`config.mk`:
```
export PLATFORM = sky130hd
export DESIGN_NAME = gpio_io_unit
export DESIGN_NICKNAME = d
export VERILOG_FILES = /design/src/rtl/gpio_pkg.sv /design/src/rtl/debounce_bit.sv /design/src/rtl/gpio_io_unit.sv
export SDC_FILE = /design/constraint.sdc
export NUM_CORES = 1
export LEC_CHECK = 0
export ABC_AREA = 1
export BUFFER_PORTS_ARGS = -buffer_cell sky130_fd_sc_hd__buf_4
export CAP_MARGIN = 20
export CORE_MARGIN = 5
export CORE_UTILIZATION = 62
export DETAILED_ROUTE_END_ITERATION = 6
export PLACE_DENSITY = 0.84
export RECOVER_POWER = 50
export SYNTH_ARGS = -nofsm -noshare
export SYNTH_HDL_FRONTEND = slang
export SYNTH_SLANG_ARGS = --single-unit
```
`constraint.sdc`:
```
create_clock -name clk -period 2.9 [get_ports clk]
set_input_delay 0.145 -clock clk [delete_from_list [all_inputs] [get_ports clk]]
set_output_delay 0.145 -clock clk [all_outputs]
set_load 0.01 [all_outputs]
```
`src/rtl/gpio_pkg.sv`:
```
// Shared GPIO constants and helpers used by the I/O unit and the datapath.
package gpio_pkg;

  localparam int unsigned GPIO_W         = 8;
  localparam int unsigned DEB_CYCLES_DEF = 16;
  localparam int unsigned DIV_MAX_DEF    = 25_000_000;

  typedef logic [GPIO_W-1:0] gpio_word_t;

  // Counter width able to hold 0..max_count-1, never narrower than one bit.
  function automatic int unsigned cnt_width(input int unsigned max_count);
    return (max_count > 1) ? 32'($clog2(max_count)) : 32'(1);
  endfunction

endpackage

```
`src/rtl/debounce_bit.sv`:
```
// One GPIO input bit: two-flop synchronizer, stability counter and accepted value.
module debounce_bit
  import gpio_pkg::*;
#(
  parameter int unsigned DEB_CYCLES = DEB_CYCLES_DEF
) (
  input  logic clk,
  input  logic reset,
  input  logic pad_i,
  output logic stable_o,
  output logic changed_c
);

  localparam int unsigned          CNT_W    = cnt_width(DEB_CYCLES);
  localparam logic [CNT_W-1:0]     CNT_LAST = CNT_W'(DEB_CYCLES - 1);

  logic             s1_q;
  logic             s2_q;
  logic             stable_q;
  logic             stable_d;
  logic [CNT_W-1:0] cnt_q;
  logic [CNT_W-1:0] cnt_d;

  // Count consecutive cycles where the synchronized pad differs from the accepted value.
  always_comb begin
    stable_d  = stable_q;
    cnt_d     = cnt_q;
    changed_c = 1'b0;
    if (s2_q == stable_q) begin
      cnt_d = '0;
    end else if (cnt_q == CNT_LAST) begin
      stable_d  = s2_q;
      cnt_d     = '0;
      changed_c = 1'b1;
    end else begin
      cnt_d = cnt_q + CNT_W'(1);
    end
  end

  // Synchronizer and debounce state.
  always_ff @(posedge clk) begin
    if (!reset) begin
      s1_q     <= 1'b0;
      s2_q     <= 1'b0;
      stable_q <= 1'b0;
      cnt_q    <= '0;
    end else begin
      s1_q     <= pad_i;
      s2_q     <= s1_q;
      stable_q <= stable_d;
      cnt_q    <= cnt_d;
    end
  end

  assign stable_o = stable_q;

endmodule

```
`src/rtl/gpio_io_unit.sv`:
```
// GPIO boundary unit: output latch, debounced inputs with sticky change flags,
// and a slow square-wave divider with a rising-edge tick.
module gpio_io_unit
  import gpio_pkg::*;
#(
  parameter int unsigned DATA_W     = GPIO_W,
  parameter int unsigned DEB_CYCLES = DEB_CYCLES_DEF,
  parameter int unsigned DIV_MAX    = DIV_MAX_DEF
) (
  input  logic              clk,
  input  logic              reset,
  input  logic [DATA_W-1:0] alu_data_i,
  input  logic              wr_en_i,
  input  logic [DATA_W-1:0] gpio_pad_i,
  input  logic              clr_i,
  output logic [DATA_W-1:0] gpio_o,
  output logic [DATA_W-1:0] gpio_in_o,
  output logic [DATA_W-1:0] change_o,
  output logic              clk_signal,
  output logic              tick_o
);

  localparam int unsigned      DIV_W    = cnt_width(DIV_MAX);
  localparam logic [DIV_W-1:0] DIV_LAST = DIV_W'(DIV_MAX - 1);

  logic [DATA_W-1:0] stable_w;
  logic [DATA_W-1:0] changed_c;

  logic [DATA_W-1:0] gpio_q;
  logic [DATA_W-1:0] gpio_d;
  logic [DATA_W-1:0] change_q;
  logic [DATA_W-1:0] change_d;
  logic [DIV_W-1:0]  div_q;
  logic [DIV_W-1:0]  div_d;
  logic              div_wrap;
  logic              clk_sig_q;
  logic              clk_sig_d;
  logic              tick_q;
  logic              tick_d;

  for (genvar i = 0; i < DATA_W; i++) begin : g_deb
    debounce_bit #(
      .DEB_CYCLES(DEB_CYCLES)
    ) u_deb (
      .clk      (clk),
      .reset    (reset),
      .pad_i    (gpio_pad_i[i]),
      .stable_o (stable_w[i]),
      .changed_c(changed_c[i])
    );
  end

  // Next state for latch, change flags (set beats clear) and divider.
  always_comb begin
    gpio_d    = wr_en_i ? alu_data_i : gpio_q;
    change_d  = changed_c | (clr_i ? '0 : change_q);
    div_wrap  = (div_q == DIV_LAST);
    div_d     = div_wrap ? '0 : div_q + DIV_W'(1);
    clk_sig_d = clk_sig_q ^ div_wrap;
    tick_d    = div_wrap & ~clk_sig_q;
  end

  // Registered outputs and divider state.
  always_ff @(posedge clk) begin
    if (!reset) begin
      gpio_q    <= '0;
      change_q  <= '0;
      div_q     <= '0;
      clk_sig_q <= 1'b0;
      tick_q    <= 1'b0;
    end else begin
      gpio_q    <= gpio_d;
      change_q  <= change_d;
      div_q     <= div_d;
      clk_sig_q <= clk_sig_d;
      tick_q    <= tick_d;
    end
  end

  assign gpio_o     = gpio_q;
  assign gpio_in_o  = stable_w;
  assign change_o   = change_q;
  assign clk_signal = clk_sig_q;
  assign tick_o     = tick_q;

endmodule

```
# Yosys cells after proc, flatten, opt, wreduce, memory -nomap -nowiden

Cells that the tools add are included.

Reduce and logical (&&, ||, !) cells: 17
Add/subtract/negate cells: 9
Multiplexer cells: 17
Bitwise operators: 13
Equality and inequality tests: 17

Operators with widths:

| kind                  | count |
|---|---|
| $add 4x1->4 const B   | 8 |
| $eq 4x4->1 const B    | 8 |
| $add 25x1->25 const B | 1 |
| $eq 25x25->1 const B  | 1 |
| $reduce_or 3->1       | 8 |
| $mux 1                | 16 |
| $reduce_and 2->1      | 8 |
| $not 1->1             | 10 |
| $eq 1x1->1            | 8 |
| $mux 8                | 1 |
| $or 8x8->8            | 1 |
| $reduce_or 2->1       | 1 |
| $and 1x1->1           | 1 |
| $xor 1x1->1           | 1 |

Register bits: 99
Bits of input ports: 20
Output and inout port bits: 26
Word-level logic and storage cells: 110

# Depth between registers and ports, before layout

Gate-level depths: netlist of run 1.

Depth after elaboration: 4
Gate-level depth with buffers: 9
Depth with buffers taken out: 9

# Cells and area by module

From an unflattened synthesis of run 1, not the netlist that was laid out.

Cells, all modules: 575
Area total of the unflattened synthesis: 4,171.5 µm²

By module, submodules not included:

| module       | times used | sequential area each (µm²) | area an instance (µm²) | cells an instance |
|---|---|---|---|---|
| debounce_bit | 8          | 140.1                      | 271.5                  | 35 |
| gpio_io_unit | 1          | 860.8                      | 1,999.4                | 295 |

# Worst setup path before layout of run 1

OpenSTA, ideal clock, no wires.

Path type: reg-to-reg
From: register div_q[0]
To: register div_q[13]
Setup time: 0.115 ns
Arrival: 1.253 ns
Buffers on the path: 1
Data required time: 2.785 ns
Period minus slack after synthesis: 1.368 ns
Stages on the path, launching flop included: 10
Path slack: 1.532 ns
Path through: dfxtp_1 -> ha_1 -> nand2_1 -> nor2_4 -> nand2_1 -> nor2_1 -> nand2_1 -> nand2_4 -> buf_8 -> nor2_1

Word-level cells in the longest chain between the ends: 2
Elaborated cells between the ends (all ways): 3
Classes of those cells: add/sub: 1; eq/ne: 1; reduce/logical: 1

Ends and longest elaborated chain:

| what                                                                  | RTL line           | text |
|---|---|---|
| start: declaration                                                    | gpio_io_unit.sv:33 | `logic [DIV_W-1:0] div_q;` |
| start signal: assignment                                              | gpio_io_unit.sv:74 | `div_q <= div_d;` |
| parallel branches: the longest is 2 deep, another holds $add 25x1->25 | n/a                |  |

Parallel ways; which one is timed is not known.
A chain may end at the register's enable or synchronous reset.

# Worst setup path in the final report of run 1

From: register div_q[0]
To: register div_q[15]

Same word-level chain as after synthesis.

==> results of run 1 <==
[per-stage QoR]
stage / cells / setup WS [ps] / utilization / total power, W
after floorplan: 504 / 1530 / - / 0.00148
after global placement: 611 / 1410 / 0.685 / 0.00152
after detailed placement: 611 / 1350 / 0.685 / 0.00152
after CTS: 640 / 1340 / 0.739 / 0.00245
after global routing: 640 / 1200 / 0.724 / 0.00253
final: 640 / 1350 / 0.724 / 0.00243
[state kept, by name, summed over array words and instances, names as in the netlist]
signal / count
g_deb.u_deb.stable_o: 8
g_deb.u_deb.s2_q: 8
gpio_o: 8
g_deb.u_deb.s1_q: 8
div_q: 25
g_deb.u_deb.cnt_q: 32
clk_signal: 1
change_o: 8
tick_o: 1
[worst register-to-register path, cell delays in order (launching register included)]
cell     delay, ps
dfxtp_1        360
ha_1           190
nand2_1         90
nor2_4         190
nand2_1         80
nor2_1         100
nand2_1         90
nand2_4        230
nor2_1         110
[how the worst max path moves through the flow]
stage                     startpoint        end  slack, ps  cells past startpoint
final                       div_q[0]  div_q[15]       1350                      8
after global routing        div_q[0]  div_q[15]       1200                      8
after CTS                   div_q[0]  div_q[15]       1340                      8
after detailed placement    div_q[0]  div_q[15]       1350                      8
after global placement      div_q[0]  div_q[10]       1410                      8
after floorplan             div_q[0]  div_q[13]       1530                      9
[metal layers]
layer	vias up	share of wire
met5	-	0
met4	0	0.017
met3	13	0.049
met2	69	0.48
met1	1467	0.46
li1	1659	-
[area by class of cell]
cell class              count  area, µm²  area share
flip-flops and latches     99       1980       0.434
multi-input cells         328       1670       0.366
repair buffers             58        370      0.0810
inverters                  62        233      0.0509
clock buffers              10        138      0.0301
well taps                  77       96.3      0.0211
clock inverters             6       77.6      0.0170
[kinds of logic after synthesis]
family                     count (synthesis)  share of synthesized area
and+or+nand+nor                          249                      0.264
DFF                                       99                      0.495
buffers and inverters                     77                     0.0863
xor gates and xnor gates                  36                     0.0788
AOI/OAI and AO/OA                         33                     0.0444
adders and majority gates                 10                     0.0313
[where the power goes]
part           internal (W)  switching (W)  total, W  leakage (nW)
registers           0.00138      0.0000131   0.00140         0.804
clock network      0.000441       0.000485  0.000926         0.107
logic             0.0000467      0.0000581  0.000105         0.967
total               0.00187       0.000556   0.00243          1.88
[Yosys cell counts, types with 2 or more instances]
cell type	count	area, µm²
nand3_1	42	210
buf_4	8	60.1
a21oi_1	11	55.1
nor2_2	2	12.5
inv_1	61	229
dfxtp_1	99	1980
nor2_1	103	387
nor2_4	5	56.3
nand2_1	88	330
xnor2_1	13	114
buf_8	2	30.0
ha_1	10	125
buf_2	3	15.0
a211oi_1	5	37.5
nand2_2	3	18.8
xor2_1	23	201
o21ai_0	17	85.1
nand4_1	3	18.8
[repair_timing]
| action | CTS | global route |
|---|---|---|
| hold buffers | 13 | 0 |
| gates resized for setup | 0 | 0 |
| hold endpoints to repair | 13 | 0 |
==> summary.md, run 1 <==
| Metric | Value |
|---|---|
| Die width | 90.3 µm |
| Synth Area per Inst | 7.94 µm² |
| H-tree depth | 3 |
| Worst-margin pin slew | between 400 and 500 ps |
| Die ar. | roughly 8200 µm² |
| Vias in the first global route | ~3000 |
| Global-route wire length before repair | between 10 and 15 mm |
| Antenna Nets Post-Route | 0 |
| Final hold slack | 20.9 ps |
| RSZ-0062 raised after global routing | no |
| Nets | 588 |
| Grt total ovfl | 0 |
| Post-synth net total | around 530 |
| Final Instance Area | around 4600 µm² |
| Most common library cell in the layout ignoring fill and taps | nor2_1 |
| Area delta synth->final | 14.2% |
| Final setup violation count | 0 |
| Critical path buffers and inverters | 0 |
| Rows | 29 |
| Flops & latches, synth | between 90 and 100 |
| WHS Path Cells | 3 |
| FILL cells | 488 |
| P per Cell Area | ~530 nW/µm² |
| CTS Buf Count | 9 |
| HP Start | alu_data_i[4] |
| Global routing met3 resource utilization | 0.0500 |
| Final TNS setup | 0 ps |
| Achievable clock frequency | about 650 MHz |
| CTS tree | yes |
| Async set or reset register ratio after synthesis | 0 |
| Startpoint Class | flop |
| Period minus WS final | 1550 ps |
| Clock Latency Late Sink | approximately 360 ps |
| RR Endpoint | div_q[15] |
| Vias post-DR | ~3200 |
| Worst EP arrival | roughly 1800 ps |
| DRT Pass-1 Iters | 4 |
| R2R Path Start | div_q[0] |
| Crit-path most repeated cell | nand2_1 |
| Slew Viols, Final | 0 |
| Crit Path Class | flop to flop |
| Total wire length | between 7 and 8 mm |
| Clock Root Buffer | clkbuf_8 |
| Clk buf depth | 2 |
| Placed cell area | about 4300 µm² |
| CP cell instances | ha_1, nand2_1, nor2_4, nand2_1, nor2_1, nand2_1, nand2_4, nor2_1 |
| R2R setup slack | between 1000 and 1500 ps |
| IO Count | 46 |
| Crit path max-delay family | simple AND/OR/NAND/NOR gates |
| Post-Syn Instances | between 500 and 600 |
| DRC Markers | 0 |
| Max cap viols | 0 |
| Number of synthesized flops with an enable pin | 0 |
| Nature of the critical path endpoint | flop |
| Initial DRC Count | 140 |
| Initial antenna violation count | 0 |
| Total track usage | 0.197 |
| Pleak | 1.88 nW |
| # clock sinks | 99 |
| DP HPWL | around 5.2 mm |
| Yosys cell types | 24 |
| Clock slew at reported path FFs | around 90 ps |
| GPL Wtd Cong | 0.872 |
| Layout cell share with drive strength beyond 1 | 0.0817 |
| Hold EP | gpio_o[4] |
| Worst R2R Path Depth | 8 |
| Worst min path class | primary input to flop |
| Req. time, crit path | roughly 3100 ps |
| Port bufs | 45 |
| Post-CTS setup buffers | 0 |
| Worst Clk Skew | around 11 ps |
| Maximum VDD drop | around 0.00044 V |
| Critical Path Max Stage Delay | 360 ps |
| Most used flip-flop cell after synthesis | dfxtp_1 |
| Core area | 6310 µm² |
| Largest net degree at the start of global routing | between 40 and 50 |
| Die Height | ~90 µm |
| Antenna Cells | 0 |
| Sequential area share after synthesis | 0.495 |
| GRT Max-Usage Layer | met2 |
| Final Cycle Share | 0.534 |
| YS warnings | 0 |
| Drt via density | between 5 and 6 |
| Fin. Hold Viols | 0 |
| Max_slew headroom | 0.669 |
| GR Util met1 | 0.250 |
| Worst Path Max Fanout | 25 |
| Run status | finished clean |
| Starting density of the core | 0.634 |
| Mapped cell area | approximately 4000 µm² |
| Post-DR wirelength/cell | about 12 µm |
| Commonest cells after routing, fill and taps aside | nor2_1 (103), dfxtp_1 (99), nand2_1 (88), inv_1 (61), nand3_1 (42) |
| Met2 Use GR | 0.319 |
| Cell with the largest stage delay on the worst path | dfxtp_1 |
Power figures use the tool's default switching activity.
==> run 2: changes to the inputs <==
--- a/config.mk
+++ b/config.mk
@@ -9,9 +9,9 @@
 export BUFFER_PORTS_ARGS = -buffer_cell sky130_fd_sc_hd__buf_4
 export CAP_MARGIN = 20
 export CORE_MARGIN = 5
-export CORE_UTILIZATION = 62
+export CORE_UTILIZATION = 52
 export DETAILED_ROUTE_END_ITERATION = 6
-export PLACE_DENSITY = 0.84
+export PLACE_DENSITY = 0.75
 export RECOVER_POWER = 50
 export SYNTH_ARGS = -nofsm -noshare
 export SYNTH_HDL_FRONTEND = slang
==> constraint.sdc (replaced) <==
create_clock -name clk -period 1.3 [get_ports clk]
set_input_delay 0.065 -clock clk [delete_from_list [all_inputs] [get_ports clk]]
set_output_delay 0.065 -clock clk [all_outputs]
set_load 0.01 [all_outputs]
==> run 2 against run 1 <==
Via count up 1.6%. Final cell count grew 7.8%. Global-route usage down 2.6 points. Flip-flop and latch count did not move. Design area up 8.5%. The run now ends with negative setup slack left. First-iteration DRC count decreased by 22%. Maximum frequency is 13% higher.
==> summary.md, run 2 (same netlist as run 1, synthesis figures left out) <==
| Metric | Value |
|---|---|
| Die width | 97.7 µm (+8.2%) |
| Layout cell share with drive strength beyond 1 | 0.185 (+0.104) |
| Worst min path class | primary input to flop |
| P per Cell Area | 1050 nW/µm² (+99%) |
| Req. time, crit path | 1560 ps (-1580 ps) |
| Top Registers | g_deb.u_deb.cnt_q (32), div_q (25) |
| Starting density of the core | 0.526 (-0.108) |
| H-tree depth | 3 (unchanged) |
| Max cap viols | 0 (unchanged) |
| Clock Root Buffer | clkbuf_8 |
| Most common library cell in the layout ignoring fill and taps | nor2_1 |
| Nets | 613 (+4.3%) |
| Slew Viols, Final | 0 (unchanged) |
| Failing checks | negative setup slack |
| Run status | finished, violations left |
| Core area | 7610 µm² (+20%) |
| Final Cycle Share | 1.05 (+0.516) |
| Cell with the largest stage delay on the worst path | dfxtp_2 |
| Total chip power | 0.00523 W (+120%) |
| # clock sinks | 99 (unchanged) |
| Max_slew headroom | 0.747 (+0.0775) |
| Total wire length | 7.97 mm (+5.5%) |
| DRT Pass-1 Iters | 4 (unchanged) |
| Drt via density | 4.72 (-5.7%) |
| Rows | 32 (+10%) |
| Port bufs | 45 (unchanged) |
| CTS Buf Count | 9 (unchanged) |
| Final Instance Area | 4960 µm² (+8.5%) |
| Die Height | 97.7 µm (+8.2%) |
| Achievable clock frequency | 733 MHz (+13%) |
| Fin. Hold Viols | 0 (unchanged) |
| Worst-margin pin slew | 377 ps (-119 ps) |
| Worst Path Max Fanout | 6 (-76%) |
| Critical Path Max Stage Delay | 360 ps (about the same) |
| Nature of the critical path endpoint | flop |
| Clock Latency Late Sink | 360 ps (about the same) |
| Antenna Nets Post-Route | 0 (unchanged) |
| Initial DRC Count | 109 (-22%) |
| Area delta synth->final | 24.0% |
| Global-route wire length before repair | 13.5 mm (+0.46%) |
| Commonest cells after routing, fill and taps aside | nor2_1 (93), dfxtp_1 (87), nand2_1 (84), inv_1 (58), nand3_1 (40) |
| Worst EP arrival | 1620 ps (-160 ps) |
| GPL Wtd Cong | 0.839 (-3.7%) |
| IO Count | 46 (unchanged) |
| Dpl ws | -127 ps (-1480 ps) |
| DP HPWL | 5.36 mm (+2.2%) |
| DRC Markers | 0 (unchanged) |
| RSZ-0062 raised after global routing | yes |
| Total track usage | 0.171 (-0.0263) |
| Final setup violation count | 26 (+26) |
| CTS tree | yes |
| Clock slew at reported path FFs | 100 ps (about the same) |
| Post-route setup slack | -63.8 ps (-1420 ps) |
| CP cell instances | ha_4, nand2_4, nor2_4, nand2_2, nor2_4, nand2_4, nand2_4, nor2_1 |
| Grt total ovfl | 0 (unchanged) |
| Vias post-DR | 3260 (+1.6%) |
| Worst Clk Skew | 8.68 ps (-1.85 ps) |
| Initial antenna violation count | 0 (unchanged) |
| Maximum VDD drop | 0.000718 V (+63%) |
| Period minus WS final | 1360 ps (-184 ps) |
| Largest reg by FF count | g_deb.u_deb.cnt_q |
| Antenna Cells | 0 (unchanged) |
| Vias in the first global route | 3104 (+2.2%) |
| Placed cell area | 4520 µm² (+4.5%) |
| Core Util, Final | 0.652 (-0.0720) |
| Crit-path most repeated cell | nand2_4 |
| Crit Path Class | flop to flop |
| Largest net degree at the start of global routing | 28 (-43%) |
| Post-DR wirelength/cell | 11.6 µm (-2.1%) |
| Max reg flops | 32 (unchanged) |
| Die ar. | 9550 µm² (+17%) |
| Clk buf depth | 2 (unchanged) |
| Pleak | 2.08 nW (+11%) |
| Startpoint Class | flop |
-- run 2: changes by cell type in the layout (fill, tap and decap cells not counted), sizes merged --
cell / change
buf: +29
bufinv: -1
clkbuf: -10
clkinv: +4
clkinvlp: -1
dlygate4sd3: +3
inv: -2
nand2: +3
-- run 2: stage by stage --
stage	hold slack, ps	TNS, ps	cells
floorplan	163	-59.8	504
global placement	251	-1310	654
detailed placement	253	-2610	654
CTS	17.6	-592	689
global route	11.5	-3200	690
finish	21.4	-1270	690
-- run 2: worst max-delay path, delay by kind of cell, from the launching register on --
family / cells / cell delay (ps)
adder cells (fa/ha/maj): 1 / 150
AND/OR/NAND/NOR: 7 / 750
flip-flops: 1 / 360
-- run 2: path summary, 6_finish.rpt --
path	startpoint	to	slack [ps]	cells past startpoint
worst max register to register	div_q[1]	div_q[10]	-60	8
worst max-delay path	div_q[1]	div_q[10]	-60	8
worst min-delay path	wr_en_i	gpio_o[6]	20	3
worst min register to register	g_deb[3].u_deb.s1_q	g_deb[3].u_deb.s2_q	410	2
-- run 2: layout make-up --
type,count,area (µm²)
inverters,62,233
repair buffers,80,582
flip-flops and latches,99,2000
multi-input cells,331,1830
clock inverters,6,60.1
clock buffers,10,128
fillers,674,2650
well taps,102,128
-- run 2: power by group --
part | switching [W] | total [W] | leakage [nW] | internal, W
clock | 0.00110 | 0.00184 | 0.0942 | 0.000737
sequential | 0.0000320 | 0.00312 | 0.810 | 0.00309
combinational | 0.000142 | 0.000271 | 1.17 | 0.000129
total | 0.00128 | 0.00523 | 2.08 | 0.00395
-- run 2: metal layers --
| layer | global-route usage | vias up | part of all wire |
|---|---|---|---|
| li1 | - | 1714 | - |
| met1 | 0.204 | 1488 | 0.45 |
| met2 | 0.297 | 48 | 0.50 |
| met3 | 0.0503 | 10 | 0.033 |
| met4 | 0.0501 | 0 | 0.014 |
| met5 | 0 | - | 0 |
-- run 2: repair_timing --
item                       in CTS  in global routing
cloned                          3                  0
setup buffers                   0                  1
setup endpoints to repair      26                 27
hold endpoints to repair       16                  0
hold buffers                   16                  0
resized for setup              14                 27
pin swaps                       6                 10
==> run 3: changes to the inputs <==
--- a/config.mk
+++ b/config.mk
@@ -11,8 +11,9 @@
 export CORE_MARGIN = 5
 export CORE_UTILIZATION = 52
 export DETAILED_ROUTE_END_ITERATION = 6
-export PLACE_DENSITY = 0.75
+export PLACE_DENSITY = 0.8
 export RECOVER_POWER = 50
+export SLEW_MARGIN = 20
 export SYNTH_ARGS = -nofsm -noshare
 export SYNTH_HDL_FRONTEND = slang
 export SYNTH_SLANG_ARGS = --single-unit
==> run 3 against run 2 <==
Non-clock buffer count unchanged. Register-to-register slack worse by 70 ps. Final cell count unchanged. The flow still finishes with violations (negative setup slack).
==> summary.md, run 3 (same netlist as run 1, synthesis figures left out) <==
| Metric | Value |
|---|---|
| Run status | finished, violations left |
| Failing checks | negative setup slack |
| Maximum VDD drop | 0.000721 V (+0.46%) |
| Achievable clock frequency | 696 MHz (-5.0%) |
| Antenna Cells | 0 (unchanged) |
| Clock Latency Late Sink | 350 ps (about the same) |
| GPL Wtd Cong | 0.868 (+3.4%) |
| Antenna Nets Post-Route | 0 (unchanged) |
| Die width | 97.7 µm (unchanged) |
| Global-route wire length before repair | 13.7 mm (+1.6%) |
| Met3 wire len | 334 µm (+26%) |
| IO Count | 46 (unchanged) |
| Drt via density | 4.83 (+2.3%) |
| Top Registers | g_deb.u_deb.cnt_q (32), div_q (25) |
| Rows | 32 (unchanged) |
| Req. time, crit path | 1540 ps (-20 ps) |
| Inst Count DP | 654 (unchanged) |
| Fin. Hold Viols | 0 (unchanged) |
| Crit Path Class | flop to flop |
| Post-route setup slack | -136 ps (-72.4 ps) |
| Max cap viols | 0 (unchanged) |
| RSZ-0062 raised after global routing | yes |
| Final std cells w/o fill | 690 (unchanged) |
| Top sig layer | met4 |
| Die ar. | 9550 µm² (unchanged) |
| Post-DR wirelength/cell | 11.8 µm (+2.2%) |
| Slew Viols, Final | 0 (unchanged) |
| Startpoint Class | flop |
| Period minus WS final | 1440 ps (+72.4 ps) |
| Final Cycle Share | 1.10 (+0.0557) |
| Final setup violation count | 26 (unchanged) |
| Total track usage | 0.172 (+0.00185) |
| Worst Clk Skew | 15.7 ps (+7.02 ps) |
| WHS Path Cells | 3 (unchanged) |
| DP HPWL | 5.53 mm (+3.1%) |
| Worst Path Max Fanout | 7 (+1) |
| DRC Markers | 0 (unchanged) |
| Worst R2R Path Depth | 8 (unchanged) |
| Commonest cells after routing, fill and taps aside | nor2_1 (96), dfxtp_1 (90), nand2_1 (85), buf_4 (63), inv_1 (58) |
| Most common library cell in the layout ignoring fill and taps | nor2_1 |
| Core area | 7610 µm² (unchanged) |
| Initial DRC Count | 71 (-35%) |
| Clock slew at reported path FFs | 100 ps (about the same) |
| CTS tree | yes |
| RR Endpoint | div_q[10] |
| Pleak | 2.12 nW (+2.2%) |
| H-tree depth | 3 (unchanged) |
| Vias post-DR | 3335 (+2.3%) |
| Nature of the critical path endpoint | flop |
| R2R Path Start | div_q[1] |
| Worst-margin pin slew | 451 ps (+73.5 ps) |
| Placed cell area | 4520 µm² (unchanged) |
| Nets | 613 (unchanged) |
| FILL cells | 636 (-5.6%) |
| Clock Root Buffer | clkbuf_8 |
| Worst min path class | primary input to flop |
| DRT met1 WL | 3.59 mm (+0.20%) |
| Vias in the first global route | 3206 (+3.3%) |
| Max_slew headroom | 0.699 (-0.0474) |
| R2R setup slack | -140 ps (-70 ps) |
| HP Start | wr_en_i |
| Final Instance Area | 5020 µm² (+1.3%) |
| Initial antenna violation count | 0 (unchanged) |
| Layout cell share with drive strength beyond 1 | 0.211 (+0.0255) |
| # clock sinks | 99 (unchanged) |
| Total wire length | 8.15 mm (+2.2%) |
| Port bufs | 45 (unchanged) |
| Area delta synth->final | 25.5% |
| Die Height | 97.7 µm (unchanged) |
| DRT Pass-1 Iters | 4 (unchanged) |
| Grt total ovfl | 0 (unchanged) |
| Clk buf depth | 2 (unchanged) |
| Starting density of the core | 0.526 (unchanged) |
| Largest net degree at the start of global routing | 27 (-3.6%) |
| P per Cell Area | 1030 nW/µm² (-2.0%) |
| Max reg flops | 32 (unchanged) |
| Worst EP arrival | 1670 ps (+50 ps) |
| Largest reg by FF count | g_deb.u_deb.cnt_q |
| Hold EP | gpio_o[1] |
| CTS Buf Count | 9 (unchanged) |
| WL met2 | 4.12 mm (+2.6%) |
==> run 3: cell types whose count changed in the layout (fill, tap and decap cells not counted), moves of 3 or more <==
cell / delta
buf_4: +28
clkbuf_4: -9
nand2_4: -5
clkbuf_1: -19
dfxtp_1: +3
a21oi_2: +5
nand2_8: +4
nor2_1: +3
a21oi_1: -5
==> run 3: critical path: stages (launching register included) <==
cell,delay (ps)
dfxtp_2,370
ha_4,150
nand2_4,50
nor2_4,180
nand2_2,90
nor2_4,160
nand2_8,120
nand2_8,140
nor2_1,60
==> run 3: metal layers <==
metal	global-route usage	up-vias
li1	-	1718
met1	0.203	1548
met2	0.303	57
met3	0.0503	12
met4	0.0543	0
met5	0	-
==> run 3: where the power goes <==
| part | internal (W) | switching, W |
|---|---|---|
| Sequential | 0.00309 | 0.0000324 |
| Combinational | 0.000148 | 0.000150 |
| Clock | 0.000717 | 0.00105 |
==> run 3: repair_timing <==
action,CTS,global route
pin swaps,3,7
setup buffers,0,1
hold buffers,16,0
gates resized for setup,9,27
endpoints found under the hold margin,16,0
cloned,2,1
setup endpoints to repair,27,27
==> run 3: layout make-up <==
cell class              count  area (µm²)  area share
clock buffers              10         128      0.0254
clock inverters             6        50.0     0.00997
inverters                  62         233      0.0463
multi-input cells         331        1840       0.366
flip-flops and latches     99        1990       0.397
well taps                 102         128      0.0254
repair buffers             80         653       0.130
==> run 3: stage by stage <==
| step | worst slack [ps] | setup TNS, ps | hold WS, ps | utilization | total power [W] |
|---|---|---|---|---|---|
| 6_report | -136 | -2710 | 33.8 | 0.660 | 0.00519 |
| 5_1_grt | -219 | -4830 | 45.7 | 0.660 | 0.00543 |
| 4_1_cts | -126 | -2860 | 16.9 | 0.646 | 0.00523 |
| 3_5_place_dp | -162 | -3710 | 250 | 0.594 | 0.00343 |
| 3_3_place_gp | -103 | -2490 | 245 | 0.594 | 0.00341 |
| 2_1_floorplan | -4.40 | -59.8 | 163 | - | 0.00331 |
==> run 3: worst max path at each step <==
stage / end / from / cells after the start
final: div_q[10] / div_q[1] / 8
after global placement: div_q[17] / div_q[1] / 8
after CTS: div_q[11] / div_q[1] / 8
after floorplan: div_q[24] / div_q[1] / 9
after detailed placement: div_q[16] / div_q[1] / 8
after global routing: div_q[12] / div_q[1] / 8
